### src/rtl/mips_pkg.sv
// Shared opcode, ALU-op and control-bundle definitions for the MIPS decode stage.
package mips_pkg;

    localparam int INSTR_W  = 32;
    localparam int OPC_W    = 6;
    localparam int REG_W    = 5;
    localparam int IMM_W    = 16;
    localparam int ADDR_J_W = 26;
    localparam int ALU_OP_W = 2;

    localparam logic [OPC_W-1:0] OP_RTYPE = 6'b000000;
    localparam logic [OPC_W-1:0] OP_LW    = 6'b100011;
    localparam logic [OPC_W-1:0] OP_SW    = 6'b101011;
    localparam logic [OPC_W-1:0] OP_BEQ   = 6'b000100;
    localparam logic [OPC_W-1:0] OP_ADDI  = 6'b001000;
    localparam logic [OPC_W-1:0] OP_ANDI  = 6'b001100;
    localparam logic [OPC_W-1:0] OP_ORI   = 6'b001101;
    localparam logic [OPC_W-1:0] OP_J     = 6'b000010;

    localparam logic [ALU_OP_W-1:0] ALU_ADD   = 2'b00;
    localparam logic [ALU_OP_W-1:0] ALU_SUB   = 2'b01;
    localparam logic [ALU_OP_W-1:0] ALU_FUNCT = 2'b10;
    localparam logic [ALU_OP_W-1:0] ALU_LOGIC = 2'b11;

    typedef struct packed {
        logic                reg_dst;
        logic                branch;
        logic                mem_read;
        logic                mem_to_reg;
        logic                mem_write;
        logic                alu_src;
        logic                reg_write;
        logic                j;
        logic [ALU_OP_W-1:0] alu_op;
    } ctrl_t;

    // Instructions whose rt field is a source operand (not a destination).
    function automatic logic reads_rt(input logic [OPC_W-1:0] op);
        return (op == OP_RTYPE) || (op == OP_BEQ) || (op == OP_SW);
    endfunction

endpackage

### src/rtl/mips_control_decoder.sv
// Pure combinational opcode decoder: control bundle, extension mode, illegal flag.
module mips_control_decoder
    import mips_pkg::*;
(
    input  logic [OPC_W-1:0] i_opcode,
    output ctrl_t            o_ctrl,
    output logic             o_zero_ext,
    output logic             o_illegal
);

    // Opcode table; anything not listed decodes to no-op controls and flags illegal.
    always_comb begin
        o_ctrl     = '0;
        o_zero_ext = 1'b0;
        o_illegal  = 1'b0;
        case (i_opcode)
            OP_RTYPE: begin
                o_ctrl.reg_dst   = 1'b1;
                o_ctrl.reg_write = 1'b1;
                o_ctrl.alu_op    = ALU_FUNCT;
            end
            OP_LW: begin
                o_ctrl.alu_src    = 1'b1;
                o_ctrl.mem_to_reg = 1'b1;
                o_ctrl.reg_write  = 1'b1;
                o_ctrl.mem_read   = 1'b1;
                o_ctrl.alu_op     = ALU_ADD;
            end
            OP_SW: begin
                o_ctrl.alu_src   = 1'b1;
                o_ctrl.mem_write = 1'b1;
                o_ctrl.alu_op    = ALU_ADD;
            end
            OP_BEQ: begin
                o_ctrl.branch = 1'b1;
                o_ctrl.alu_op = ALU_SUB;
            end
            OP_ADDI: begin
                o_ctrl.alu_src   = 1'b1;
                o_ctrl.reg_write = 1'b1;
                o_ctrl.alu_op    = ALU_ADD;
            end
            OP_ANDI, OP_ORI: begin
                o_ctrl.alu_src   = 1'b1;
                o_ctrl.reg_write = 1'b1;
                o_ctrl.alu_op    = ALU_LOGIC;
                o_zero_ext       = 1'b1;
            end
            OP_J: begin
                o_ctrl.j = 1'b1;
            end
            default: begin
                o_illegal = 1'b1;
            end
        endcase
    end

endmodule

### src/rtl/mips_decode_stage.sv
// Registered decode stage: field split, control decode, valid/ready, flush and
// load-use bubble insertion.
module mips_decode_stage
    import mips_pkg::*;
#(
    parameter int PC_W      = 32,
    parameter int DATA_W    = 32,
    parameter int HAZARD_EN = 1
) (
    input  logic                clk,
    input  logic                reset,
    input  logic                in_valid,
    output logic                in_ready,
    input  logic [INSTR_W-1:0]  in_instr,
    input  logic [PC_W-1:0]     in_pc,
    input  logic                flush,
    output logic                out_valid,
    input  logic                out_ready,
    output logic [PC_W-1:0]     out_pc,
    output logic [REG_W-1:0]    rs,
    output logic [REG_W-1:0]    rt,
    output logic [REG_W-1:0]    rd,
    output logic [DATA_W-1:0]   imm_ext,
    output logic [ADDR_J_W-1:0] addr_j,
    output logic                reg_dst,
    output logic                branch,
    output logic                mem_read,
    output logic                mem_to_reg,
    output logic                mem_write,
    output logic                alu_src,
    output logic                reg_write,
    output logic                j,
    output logic [ALU_OP_W-1:0] alu_op,
    output logic                illegal,
    output logic                hazard
);

    logic [OPC_W-1:0]  w_opcode;
    logic [REG_W-1:0]  w_in_rs;
    logic [REG_W-1:0]  w_in_rt;
    logic [IMM_W-1:0]  w_imm16;
    logic [DATA_W-1:0] w_imm_ext;
    ctrl_t             w_ctrl;
    logic              w_zero_ext;
    logic              w_illegal;
    logic              w_hazard_raw;
    logic              w_load;

    logic                r_valid;
    logic [PC_W-1:0]     r_pc;
    logic [REG_W-1:0]    r_rs;
    logic [REG_W-1:0]    r_rt;
    logic [REG_W-1:0]    r_rd;
    logic [DATA_W-1:0]   r_imm_ext;
    logic [ADDR_J_W-1:0] r_addr_j;
    ctrl_t               r_ctrl;
    logic                r_illegal;

    assign w_opcode = in_instr[31:26];
    assign w_in_rs  = in_instr[25:21];
    assign w_in_rt  = in_instr[20:16];
    assign w_imm16  = in_instr[15:0];

    mips_control_decoder u_ctrl_dec (
        .i_opcode   (w_opcode),
        .o_ctrl     (w_ctrl),
        .o_zero_ext (w_zero_ext),
        .o_illegal  (w_illegal)
    );

    // R-type and j carry the sign-extended value; only andi/ori zero-extend.
    assign w_imm_ext = w_zero_ext ? {{(DATA_W-IMM_W){1'b0}}, w_imm16}
                                  : {{(DATA_W-IMM_W){w_imm16[IMM_W-1]}}, w_imm16};

    // A load sitting in the register whose destination the incoming instruction reads.
    assign w_hazard_raw = r_valid & r_ctrl.mem_read & (r_rt != '0) & in_valid &
                          ((w_in_rs == r_rt) | (reads_rt(w_opcode) & (w_in_rt == r_rt)));
    assign hazard       = (HAZARD_EN != 0) ? w_hazard_raw : 1'b0;

    assign in_ready = ~reset & (~r_valid | out_ready) & ~flush & ~hazard;
    assign w_load   = in_valid & in_ready;

    // Output register: flush kills, load overwrites, otherwise a consumed bundle
    // (including the hazard bubble) empties the stage; stalled bundles hold.
    always_ff @(posedge clk or posedge reset) begin
        if (reset) begin
            r_valid   <= 1'b0;
            r_pc      <= '0;
            r_rs      <= '0;
            r_rt      <= '0;
            r_rd      <= '0;
            r_imm_ext <= '0;
            r_addr_j  <= '0;
            r_ctrl    <= '0;
            r_illegal <= 1'b0;
        end else if (flush) begin
            r_valid <= 1'b0;
        end else if (w_load) begin
            r_valid   <= 1'b1;
            r_pc      <= in_pc;
            r_rs      <= w_in_rs;
            r_rt      <= w_in_rt;
            r_rd      <= in_instr[15:11];
            r_imm_ext <= w_imm_ext;
            r_addr_j  <= in_instr[25:0];
            r_ctrl    <= w_ctrl;
            r_illegal <= w_illegal;
        end else if (out_ready) begin
            r_valid <= 1'b0;
        end
    end

    assign out_valid  = r_valid;
    assign out_pc     = r_pc;
    assign rs         = r_rs;
    assign rt         = r_rt;
    assign rd         = r_rd;
    assign imm_ext    = r_imm_ext;
    assign addr_j     = r_addr_j;
    assign reg_dst    = r_ctrl.reg_dst;
    assign branch     = r_ctrl.branch;
    assign mem_read   = r_ctrl.mem_read;
    assign mem_to_reg = r_ctrl.mem_to_reg;
    assign mem_write  = r_ctrl.mem_write;
    assign alu_src    = r_ctrl.alu_src;
    assign reg_write  = r_ctrl.reg_write;
    assign j          = r_ctrl.j;
    assign alu_op     = r_ctrl.alu_op;
    assign illegal    = r_illegal;

endmodule

### config.mk
export PLATFORM = sky130hd
export DESIGN_NAME = mips_decode_stage
export DESIGN_NICKNAME = d
export VERILOG_FILES = /design/src/rtl/mips_pkg.sv /design/src/rtl/mips_control_decoder.sv /design/src/rtl/mips_decode_stage.sv
export SDC_FILE = /design/constraint.sdc
export NUM_CORES = 1
export LEC_CHECK = 0
export CAP_MARGIN = 20
export CORE_MARGIN = 8
export CORE_UTILIZATION = 40
export DETAILED_ROUTE_END_ITERATION = 7
export PLACE_DENSITY = 0.8
export SLEW_MARGIN = 30
export SYNTH_ARGS = -nofsm -noshare
export SYNTH_HDL_FRONTEND = slang
export SYNTH_SLANG_ARGS = --single-unit
### constraint.sdc
create_clock -name clk -period 2.8 [get_ports clk]
set_input_delay 0.7 -clock clk [delete_from_list [all_inputs] [get_ports clk]]
set_output_delay 0.7 -clock clk [all_outputs]
set_load 0.005 [all_outputs]
### Word-level counts from Yosys, hierarchy flattened

Cells that the tools add are included.

| cells by class | value |
|---|---|
| $add $sub $neg | 0 |
| multiply operators | 0 |
| div/mod/pow operators | 0 |
| magnitude comparators | 0 |
| equal/unequal tests | 9 |
| shift-type cells | 0 |
| multiplexer cells | 14 |
| bitwise gates (word level) | 15 |
| reductions and logical operators | 10 |

Operator list:

| kind | number |
|---|---|
| 2-to-1 mux 32 bit | 1 |
| == test 6 x 4 -> 1 bit, second input constant | 3 |
| == test 6 bit, second input constant | 2 |
| 2-to-1 mux 1 bit | 11 |
| == test 5 bit | 2 |
| OR reduction 5 bit | 2 |
| bitwise AND 1 bit | 9 |
| OR reduction 8 bit | 1 |
| == test 6 x 2 -> 1 bit, second input constant | 1 |
| == test 6 x 3 -> 1 bit, second input constant | 1 |
| logical NOT 6 bit | 1 |
| case mux 2 bit (3 select lines) | 1 |
| nonzero test 5 bit | 1 |
| inverter 1 bit | 4 |
| nonzero test 3 bit | 1 |
| logical OR 1 bit | 2 |
| 2-to-1 mux 2 bit | 1 |
| OR 1 bit | 2 |
| AND reduction 2 bit | 1 |
| OR reduction 2 bit | 1 |

| word-level totals | value |
|---|---|
| register bits after elaboration | 117 |
| bits in latches | 0 |
| bits in writable memories | 0 |
| memory bits (read-only) | 0 |
| bits of input ports | 69 |
| output and inout port bits | 119 |
| logic and storage cells | 65 |
| memories kept | 0 |

### Logic depth before layout (Yosys ltp)

| depth | value |
|---|---|
| word-level depth | 11 |
| mapped depth | 7 |
| depth with buffers taken out | 5 |

### Cells and area by module

A second synthesis with hierarchy kept.

| unflattened totals | value |
|---|---|
| cell total of the unflattened synthesis | 258 |
| area, all modules | 3741.1 um^2 |

By module, submodules not included:

| module | instances | cells an instance | area an instance (um^2) | sequential area each (um^2) |
|---|---|---|---|---|
| mips_decode_stage | 1 | 226 | 3525.9 | 1776.7 |
| mips_control_decoder | 1 | 32 | 215.2 | 0.0 |

### Worst setup path before layout

No wires, ideal clock.

| timing | value |
|---|---|
| path type | input port to output port |
| from | input in_instr[31] |
| to | output in_ready |
| data arrival time | 1.727 ns |
| data required time | 2.100 ns |
| path slack | 0.373 ns |
| stages on the path | 5 |
| path buffers | 1 |
| path through | buf_6 > or4_4 > o21ai_2 > nand4_4 > and3_2 |

| on the way | value |
|---|---|
| longest elaborated chain between the ends | 8 |
| elaborated cells between the ends (all ways) | 10 |
| those cells by class | eq/ne: 2; bitwise: 5; reduce/logical: 3 |

RTL lines:

| what | line | source |
|---|---|---|
| start, declared | mips_decode_stage.sv:14 | `input logic [INSTR_W-1:0] in_instr,` |
| == test 6 x 3 -> 1 bit / logical NOT 6 bit (equally long branches) | mips_pkg.sv:39 | `return (op == OP_RTYPE) \|\| (op == OP_BEQ) \|\| (op == OP_SW);` |
| logical OR 1 bit | mips_pkg.sv:39 |  |
| logical OR 1 bit (*) | mips_pkg.sv:39 |  |
| bitwise AND 1 bit (*) | mips_decode_stage.sv:77 | `((w_in_rs == r_rt) \| (reads_rt(w_opcode) & (w_in_rt == r_rt)));` |
| OR 1 bit (*) | mips_decode_stage.sv:77 |  |
| bitwise AND 1 bit (*) | mips_decode_stage.sv:76 | `assign w_hazard_raw = r_valid & r_ctrl.mem_read & (r_rt != '0) & in_valid &` |
| inverter 1 bit (*) | mips_decode_stage.sv:80 | `assign in_ready = ~reset & (~r_valid \| out_ready) & ~flush & ~hazard;` |
| bitwise AND 1 bit (*) | mips_decode_stage.sv:80 |  |
| end, declared | mips_decode_stage.sv:13 | `output logic in_ready,` |

Mark *: on every way between the ends. The rest lies on a longest branch, timed or not.

### Final worst setup path

| timing | value |
|---|---|
| from | input in_instr[29] |
| to | output in_ready |

The elaborated chain is that of the path after synthesis.

==> metrics.cfg <==
[final_layout]
drive_above_1_share=0.305
final_core_util=0.632
antennaDiodeCount=0
nFillCells=700
finish.instance_area_um2=5750
seqCellArea_um2=1750
area_growth_pct=55.5
multi_input_area_um2=1430
instances_no_fill=544
fin_nets=497

[sta]
fin_crit_sh=0.984
tightest_slew_ns=0.419
finalMaxSlewViolations=0
layout_setup_ws_ns=0.0436
setup_viol=0
rsz0062_at_grt=no
fmaxAchievable_mhz=363
maxSlewHeadroom=0.721
hold_viol=0
finalClockSkew_ns=0.0148
tns_ns=0
min_period_ns=2.76

[global_route]
grt_pass1_wl_mm=15.3
antenna_found_initial=0
grt-ovfl-total=0
grt_max_degree=36
grt.total_usage=0.154
grt_pass1_vias=2879

[pwr]
power.density_nw_per_um2=631
leakagePower_nw=2.69
vdd_drop_max_mv=0.313

[routing]
drt_pass1_iterations=4
drc=0
wl_per_cell_um=18.2
wirelength_mm=9.89
vias=2575
ant_nets=0
first_iter_violations=90
viasPerCell=4.73

[die]
ios=188
die_area_um2=12600
coreArea_um2=9110
die_h_um=112
rows=35
initial_core_util=0.406
die_w_um=112

[clock_tree]
cts_root_buf=clkbuf_8
cts_made_buffers=9
cts_htree_levels=3
clock_latency_ns=0.35
clk_pin_slew_worst_paths_ns=0.07
cts_hold_buf=0
cts_sinks=70
cts.path.max_buffers=2
cts_tree=built

[yosys]
synth.avg_cell_area_um2=14.6
synth.ff_latch_count=70
postSynthCellCount=253
async_flop_share=1.00
synth_edf_count=0
synth_flop_cell=dfrtp_1
ys_seq_area_frac=0.473
syn_area_um2=3700
ys_types=32
yosys_warnings=0
synth_nets=322

[run_status]
status=finished, final reports clean

[critical_path]
cp-end-kind=output port
crit_buf_inv=2
cp.arrival_ns=2.06
crit_path_max_fanout=3
cpMaxStageDelayCell=or4_4
crit_chain=dlygate4sd2_1 -> or4_4 -> o21ai_4 -> nand4_4 -> and3_2 -> buf_2
crit_family=simple AND/OR/NAND/NOR gates
critical_path_class=in2out
worstPathRequired_ns=2.10
critPathLaunchType=input pin
critical_path.max_stage_delay_ns=0.56

[placement]
dpl_cell_area_um2=5410
place_hpwl_mm=7.50
placed_cells=518
place_congestion=0.907
portBuffers=187
place_ws_ns=-0.437

[flow_run]
cap_violations=0

[min_path]
hold_path_class=reg2reg

-- layer usage --
layer	wire length, um	GRT usage
met1	4190	0.175
met2	4850	0.261
met3	700	0.0558
met4	142	0.0531
met5	0	0
-- synth_stat cells, types with 3 or more instances --
cell	number	area share
nor2_1	7	0.0071
a21oi_1	3	0.0041
mux2_4	69	0.28
dfrtp_1	70	0.47
xor2_1	10	0.024
nor3_1	7	0.0095
buf_12	7	0.038
buf_4	47	0.095
nand2_1	3	0.0030
-- path summary, 6_finish.rpt --
kind	start	end	slack, ns	cells past startpoint
hold reg to reg	out_pc[24]$_DFFE_PP0P_	out_pc[24]$_DFFE_PP0P_	0.51	1
min in group asynchronous	reset	out_pc[12]$_DFFE_PP0P_	0.61	2
setup / recovery	in_instr[29]	in_ready	0.04	6
setup reg to reg	rt[0]$_DFFE_PP0P_	out_pc[11]$_DFFE_PP0P_	0.45	9
max in group asynchronous	reset	rs[2]$_DFFE_PP0P_	1.58	3
hold / removal	out_pc[24]$_DFFE_PP0P_	out_pc[24]$_DFFE_PP0P_	0.51	1
-- state kept, by name, indices dropped and copies added, names as in the netlist --
name / flops
rs: 5
j: 1
mem_read: 1
out_pc: 32
branch: 1
illegal: 1
rd: 4
alu_src: 1
rt: 4
mem_write: 1
out_valid: 1
addr_j: 1
alu_op: 2
imm_ext: 13
reg_write: 1
reg_dst: 1
-- worst reg2reg max path, stage by stage, from the launching register on --
cell     delay (ns)
dfrtp_1        0.47
xor2_1         0.21
nor4_2         0.30
buf_4          0.16
nand4_4        0.07
buf_4          0.14
buf_4          0.13
nand4_4        0.17
buf_4          0.25
mux2_4         0.32
-- report_power, final --
group | leakage (nW) | internal, mW | switching, mW
Combinational | 1.71 | 0.903 | 0.343
Sequential | 0.847 | 1.19 | 0.161
Clock | 0.127 | 0.607 | 0.425
-- metrics by stage --
stage	power [mW]	hold WS [ns]
after floorplan	1.96	0.506
after global placement	2.60	0.491
after detailed placement	2.63	0.491
after CTS	3.69	0.514
after global routing	3.80	0.525
final	3.63	0.512
-- repair_timing --
action | 4_1_cts | 5_1_grt
setup endpoints to repair | 2 | 3
pin swaps | 5 | 3
buffers inserted | 10 | 0
gates resized for setup | 15 | 3
-- final cells by class --
class / instances / area share
clock inverter: 7 / 0.0226
timing repair buffer: 222 / 0.377
tap: 111 / 0.0241
clock buffer: 9 / 0.0215
multi-input combinational: 123 / 0.249
sequential: 70 / 0.304
inverter: 2 / 0.00130
-- placed cells by master (no fill, tap or decap), types with 2 or more instances in the layout --
cell / count
dlymetal6s2s_1: 2
inv_8: 2
mux2_4: 69
nand2b_1: 2
clkbuf_8: 9
nand2_1: 3
nand4_4: 2
buf_4: 31
clkdlybuf4s50_1: 177
dfrtp_1: 70
nor3_1: 6
xor2_1: 10
dlygate4sd2_1: 6
clkinv_4: 2
a21boi_0: 2
nand3_1: 2
buf_12: 3
nor2_1: 6
bufinv_16: 3
a21oi_1: 3
-- kinds of logic after synthesis --
kind of cell	Yosys count	share of synthesized area
buffers and inverters	60	0.143
AND/OR/NAND/NOR	32	0.0585
XOR/XNOR	10	0.0237
flip-flops	70	0.473
multiplexers	69	0.280
AO/OA/AOI/OAI	12	0.0213
Power figures use the tool's default switching activity.
